## config.mk

```make
export PLATFORM = sky130hd
export DESIGN_NAME = digit_scanner
export DESIGN_NICKNAME = d
export VERILOG_FILES = /design/src/rtl/digit_scanner.sv
export SDC_FILE = /design/constraint.sdc
export NUM_CORES = 1
export LEC_CHECK = 0
export CAP_MARGIN = 25
export CORE_MARGIN = 3
export CORE_UTILIZATION = 42
export DETAILED_ROUTE_END_ITERATION = 8
export PLACE_DENSITY = 0.67
export SYNTH_ARGS = -nofsm -noshare
export SYNTH_HDL_FRONTEND = slang
export SYNTH_SLANG_ARGS = --single-unit
```

## constraint.sdc

```tcl
create_clock -name CLK -period 6.5 [get_ports CLK]
set_input_delay 0.65 -clock CLK [delete_from_list [all_inputs] [get_ports CLK]]
set_output_delay 0.65 -clock CLK [all_outputs]
set_load 0.02 [all_outputs]
```

## src/rtl/digit_scanner.sv

```systemverilog
// Four-digit multiplexed BCD display scanner.
// Double-buffered data is committed at frame boundaries.
module digit_scanner #(
  parameter int unsigned DIV = 50000
) (
  input  logic        CLK,
  input  logic        RST,
  input  logic        LOAD,
  input  logic [15:0] DATA,
  input  logic        BLANK_LZ,
  output logic [3:0]  DIGIT,
  output logic [3:0]  AN,
  output logic        PENDING,
  output logic        FRAME
);

  localparam int unsigned CW = $clog2(DIV);
  localparam logic [CW-1:0] LAST = CW'(DIV - 1);

  logic [CW-1:0] cnt;
  logic [1:0]    idx;
  logic [15:0]   shadow;
  logic [15:0]   active;
  logic          tick;
  logic          boundary;
  logic [3:0]    nz;
  logic [3:0]    blank;
  logic [3:0]    nib;

  assign tick     = (cnt == LAST);
  assign boundary = tick && (idx == 2'd3);

  // Prescaler and digit index advance.
  always_ff @(posedge CLK) begin
    if (RST) begin
      cnt <= '0;
      idx <= '0;
    end else if (tick) begin
      cnt <= '0;
      idx <= idx + 2'd1;
    end else begin
      cnt <= cnt + 1'b1;
    end
  end

  // Shadow/active buffering; a load on the boundary bypasses the shadow.
  always_ff @(posedge CLK) begin
    if (RST) begin
      shadow  <= '0;
      active  <= '0;
      PENDING <= 1'b0;
    end else if (LOAD) begin
      shadow <= DATA;
      if (boundary) begin
        active  <= DATA;
        PENDING <= 1'b0;
      end else begin
        PENDING <= 1'b1;
      end
    end else if (boundary && PENDING) begin
      active  <= shadow;
      PENDING <= 1'b0;
    end
  end

  // Frame pulse lands on the first cycle of digit 0.
  always_ff @(posedge CLK) begin
    if (RST) FRAME <= 1'b0;
    else     FRAME <= boundary;
  end

  // Leading-zero detection across the upper digits.
  always_comb begin
    nz[0]    = |active[3:0];
    nz[1]    = |active[7:4];
    nz[2]    = |active[11:8];
    nz[3]    = |active[15:12];
    blank[0] = 1'b0;
    blank[1] = BLANK_LZ & ~(nz[3] | nz[2] | nz[1]);
    blank[2] = BLANK_LZ & ~(nz[3] | nz[2]);
    blank[3] = BLANK_LZ & ~nz[3];
  end

  // Digit and anode select for the current slot.
  always_comb begin
    nib   = active[3:0];
    DIGIT = 4'hF;
    AN    = 4'b1111;
    unique case (idx)
      2'd0: nib = active[3:0];
      2'd1: nib = active[7:4];
      2'd2: nib = active[11:8];
      2'd3: nib = active[15:12];
    endcase
    if (!blank[idx]) begin
      DIGIT = nib;
      AN    = ~(4'b0001 << idx);
    end
  end

endmodule
```

Word level (Yosys, flattened, before mapping):

Cells that the tools add are included.
W data, S select, Z words.

* equality and inequality tests: 5
* $add $sub $neg: 2
* mux-type cells: 11
* bitwise gates (word level): 9
* divide/modulo/power cells: 0
* multiply operators: 0
* reductions and logical operators: 9
* magnitude comparators: 1
* shift-type cells: 1

Operators by type and width (number)
* $mux W16: 3
* $add A16 B1 Y16 const B: 1
* $eq A16 B16 Y1 const B: 1
* $pmux W4 S4: 1
* $reduce_or A4 Y1: 3
* $mux W4: 2
* $eq A2 B2 Y1 const B: 2
* $mux W1: 4
* $not A4 Y4: 1
* $shl A1 B2 Y4 const A: 1
* $and A1 B1 Y1: 3
* $lt A2 B3 Y1 const B: 1
* $not A1 Y1: 3
* $add A2 B1 Y2 const B: 1
* $bmux W1 S2: 1
* $eq A2 B1 Y1 const B: 1
* $logic_and A1 B1 Y1: 2
* $logic_not A2 Y1: 1
* $ne A2 B1 Y1 const B: 1
* $or A1 B1 Y1: 2
* $reduce_and A2 Y1: 1
* $reduce_bool A2 Y1: 1
* $reduce_or A2 Y1: 1

* register bits: 52
* memory bits (writable): 0
* latch bits: 0
* memory bits (read-only): 0
* output and inout port bits: 10
* memories: 0

Depth between registers and ports, before layout:

* depth in word-level cells: 8
* depth in mapped cells: 7
* gate-level depth less buffers: 6

Worst setup path before layout:

OpenSTA, ideal clock, no wires.

* path type: register to register
* start point: register cnt[4]
* end point: register active[10]
* data arrival time: 2.028 ns
* stages on the path, launching flop included: 7
* slack: 4.350 ns
* setup time: 0.121 ns
* path buffers: 2
* cells stage by stage: dfxtp_1 -> or4b_4 -> nor4_4 -> and3b_1 -> buf_6 -> buf_12 -> mux2_4

* longest elaborated chain between the ends: 5
* elaborated cells on any way between the ends: 6

RTL lines
* start, declared: RTL line 20 `logic [CW-1:0] cnt;`
* start signal, assigned: RTL line 42 `cnt <= cnt + 1'b1;`
* $eq A16 B16 Y1 *: RTL line 30 `assign tick = (cnt == LAST);`
* $logic_and A1 B1 Y1 *: RTL line 31 `assign boundary = tick && (idx == 2'd3);`
* $logic_and A1 B1 Y1: RTL line 60 `end else if (boundary && PENDING) begin`
* $reduce_bool A2 Y1 (no line)
* $reduce_and A2 Y1 (no line) *
* end signal, assigned: RTL line 61 `active <= shadow;`
* end, declared: RTL line 23 `logic [15:0] active;`

Every way passes the cells marked *; elsewhere a longest branch is shown, timed or not.
A chain may end at the register's enable or synchronous reset.

Final worst setup path:

* start point: register active[8]
* end point: output port DIGIT[1]

* longest elaborated chain between the ends: 8
* elaborated cells on any way between the ends: 10

RTL lines
* $reduce_or A4 Y1 *: RTL line 76 `nz[2] = |active[11:8];`
* $or A1 B1 Y1 *: RTL line 79, 80
* $or A1 B1 Y1: RTL line 79 `blank[1] = BLANK_LZ & ~(nz[3] | nz[2] | nz[1]);`
* $not A1 Y1: RTL line 79
* $and A1 B1 Y1: RTL line 79
* $bmux W1 S2 *: RTL line 95 `if (!blank[idx]) begin`
* $mux W1 (not written as such) *: RTL line 95
* $mux W4 *: RTL line 95
* end, declared: RTL line 11 `output logic [3:0] DIGIT,`

Every way passes the cells marked *; elsewhere a longest branch is shown, timed or not. The select of a mux whose other input is x is not followed.

==> flow_summary_export.csv <==
group,metric,value,unit
finish,antennaDiodeCount,0,
min_path,hold_class,"flop to flop",
synthesis,synth-async-reset-ratio,0,%
finish,design_area,2760,sq um
synthesis,seq_area_frac_synth,45.0,%
power_and_ir_drop,powerDensity,223,nW/um^2
placed_design,pre_cts_ws,3.61,ns
placed_design,gp_congestion,0.801,
global_routing,grt_pass1_wl,7.34,mm
routing,antenna_left,0,
critical_path,start_kind,"flop",
sta,finalSetupViolCount,0,
global_routing,grt_max_degree,38,
finish,final_common_cell,"dfxtp_1",
cts,clk_latency,0.31,ns
sta,tightest_slew,0.924,ns
min_path,hold_path_depth,1,
synthesis,yosysWarnings,0,
synthesis,syn_area_per_cell,9.93,sq um
cts,cts_htree_levels,2,
synthesis,syn_area,2310,sq um
placed_design,numPortBuffers,29,
sta,clock_skew,0.0119,ns
synthesis,ys_types,36,
finish,fin_cells,329,
cts,clockBufferDepth,2,
routing,drt-initial-drc-count,114,
critical_path,critical_path.max_fanout,7,
critical_path,r2r_end,"active[4]$_SDFFE_PP0P_",
critical_path,r2r_cells,4,
cts,cts_setup_buffers,0,
finish,final_nets,285,
critical_path,reg2reg_setup_slack,3.71,ns
finish,multi_input_area,1180,sq um
sta,relSlewSlack,38.4,%
sta,min_period_over_period,46.5,%
power_and_ir_drop,p_leak,1.11,nW
floorplan,fp.coreArea,5200,sq um
job,drv_cap,0,
status,outcome,"finished clean",
floorplan,die_x,80.2,um
cts,numCtsBuffers,5,
finish,final_util,53.1,%
power_and_ir_drop,finalPower,0.617,mW
placed_design,dpl_cell_area,2640,sq um
finish,area.sequential,1040,sq um
finish,area_delta_synth_final,19.5,%
cts,cts_sinks,52,
critical_path,reg2reg_from,"cnt[4]$_SDFF_PP0_",
synthesis,synth_edf_count,0,
cts,cts_resized,0,
critical_path,crit_slowest_cell,"clkdlybuf4s50_1",
sta,rsz0062_at_grt,"false",
min_path,hold_path_end,"cnt[0]$_SDFF_PP0_",
critical_path,slowest_delay,0.61,ns
sta,fin_ws,3.47,ns
critical_path,arrival,2.38,ns
finish,drive_gt1_share,11.6,%
floorplan,initial_utilization,44.4,%
critical_path,cp.required,5.85,ns
synthesis,synth-main-ff-cell,"dfxtp_1",
sta,period_minus_slack,3.03,ns
sta,finalHoldViolCount,0,
routing,avgRoutedWirePerCell,13.1,um
routing,drt_pre_antenna_iters,4,
synthesis,synth_nets,259,
power_and_ir_drop,max-vdd-ir-drop,0.126,mV
critical_path,crit_path_end_kind,"output pin",
global_routing,grt_pass1_vias,1564,
floorplan,die_area,6430,sq um
floorplan,chipHeight,80.2,um
sta,fmaxAchievable,0.331,GHz
critical_path,crit_chain,"or4_1, nor3_1, o211ai_1, nand2_1, clkdlybuf4s50_1",
routing,avgViaCountPerCell,4.93,
routing,drc,0,
global_routing,antenna_found_initial,0,
global_routing,grt.overflow.total,0,
synthesis,ys_ff_latch,52,
floorplan,rows,26,
cts,hold_buffers,0,
placed_design,dp.cells,322,
min_path,hp-start,"cnt[0]$_SDFF_PP0_",
global_routing,grt_use_total,14.5,%
critical_path,critical_path_class,"flop to output pin",
cts,root_buffer,"clkbuf_8",
sta,slew_viol_final,0,
finish,layout_common_cells,"dfxtp_1, nor2_1, clkdlybuf4s50_1, mux2i_1",
floorplan,io-pin-count,30,
cts,cts_tree,"done",
sta,hold_ws,0.444,ns
sta,tns,0,ns
finish,num-fill-cells,482,
placed_design,place_hpwl,2.95,mm
routing,num_vias,1621,
synthesis,syn_inst,233,
cts,clk_pin_slew,0.10,ns
critical_path,startpoint,"active[8]$_SDFFE_PP0P_",
routing,wirelength,4.32,mm
-- worst max-delay path, delay by kind of cell (launching register included) --
family	cells	cell delay, ns
AOI/OAI and AO/OA	1	0.22
DFF	1	0.33
buffers and inverters	1	0.61
and+or+nand+nor	3	0.90
-- registers in the layout, summed over array words and instances (netlist names) --
signal and cells:
PENDING 1, idx 2, shadow 16, FRAME 1, cnt 16, active 16
-- worst max-delay path by stage --
stage                                   end  depth (start not counted)
finish                             DIGIT[1]                          5
global route                          AN[1]                          5
CTS                                   AN[1]                          5
detailed placement   active[4]$_SDFFE_PP0P_                          5
global placement     active[4]$_SDFFE_PP0P_                          5
floorplan           active[10]$_SDFFE_PP0P_                          6
-- synth_stat cells (2+ instances only) --
library cell | number | area, sq um
ha_1 | 6 | 75.1
mux2i_1 | 17 | 170
nor2_1 | 35 | 131
o21ai_0 | 6 | 30.0
nand3_1 | 5 | 25.0
and3_1 | 2 | 12.5
mux2_2 | 6 | 67.6
inv_1 | 5 | 18.8
xnor2_1 | 7 | 61.3
dfxtp_1 | 52 | 1040
nand2_1 | 16 | 60.1
clkbuf_1 | 7 | 26.3
mux2_4 | 10 | 150
or3_1 | 2 | 12.5
a222oi_1 | 4 | 40.0
a21oi_1 | 3 | 15.0
nand4_1 | 6 | 37.5
xor2_1 | 6 | 52.6
nor3_1 | 3 | 15.0
nor2b_1 | 16 | 100
nor4_1 | 2 | 12.5
or4_1 | 3 | 22.5
-- area by class of cell --
cell class | count | share of cell area (%)
flip-flops and latches | 52 | 37.7
well taps | 70 | 3.17
repair buffers | 31 | 11.0
multi-input cells | 164 | 42.8
clock inverters | 2 | 2.17
inverters | 5 | 0.679
clock buffers | 5 | 2.49
-- power breakdown --
part | switching [mW] | internal (mW) | leakage, nW
Clock | 0.101 | 0.151 | 0.0642
Sequential | 0.00280 | 0.326 | 0.423
Combinational | 0.0163 | 0.0194 | 0.623
-- layer usage --
layer | wire, um | track usage (%)
met1 | 2160 | 19.1
met2 | 1950 | 22.6
met3 | 158 | 3.81
met4 | 60 | 5.57
met5 | 0 | 0
-- cell families (layout without fill, tap and decap cells) --
family | count (synthesis) | count (layout) | synth area share [%]
adder cells (fa/ha/maj) | 6 | 6 | 3.24
XOR/XNOR | 13 | 13 | 4.92
buffers and inverters | 17 | 43 | 3.89
AND/OR/NAND/NOR | 97 | 97 | 21.8
flip-flops | 52 | 52 | 45.0
multiplexers | 33 | 33 | 16.8
AO/OA/AOI/OAI | 15 | 15 | 4.33
(Power assumes the default switching activity.)
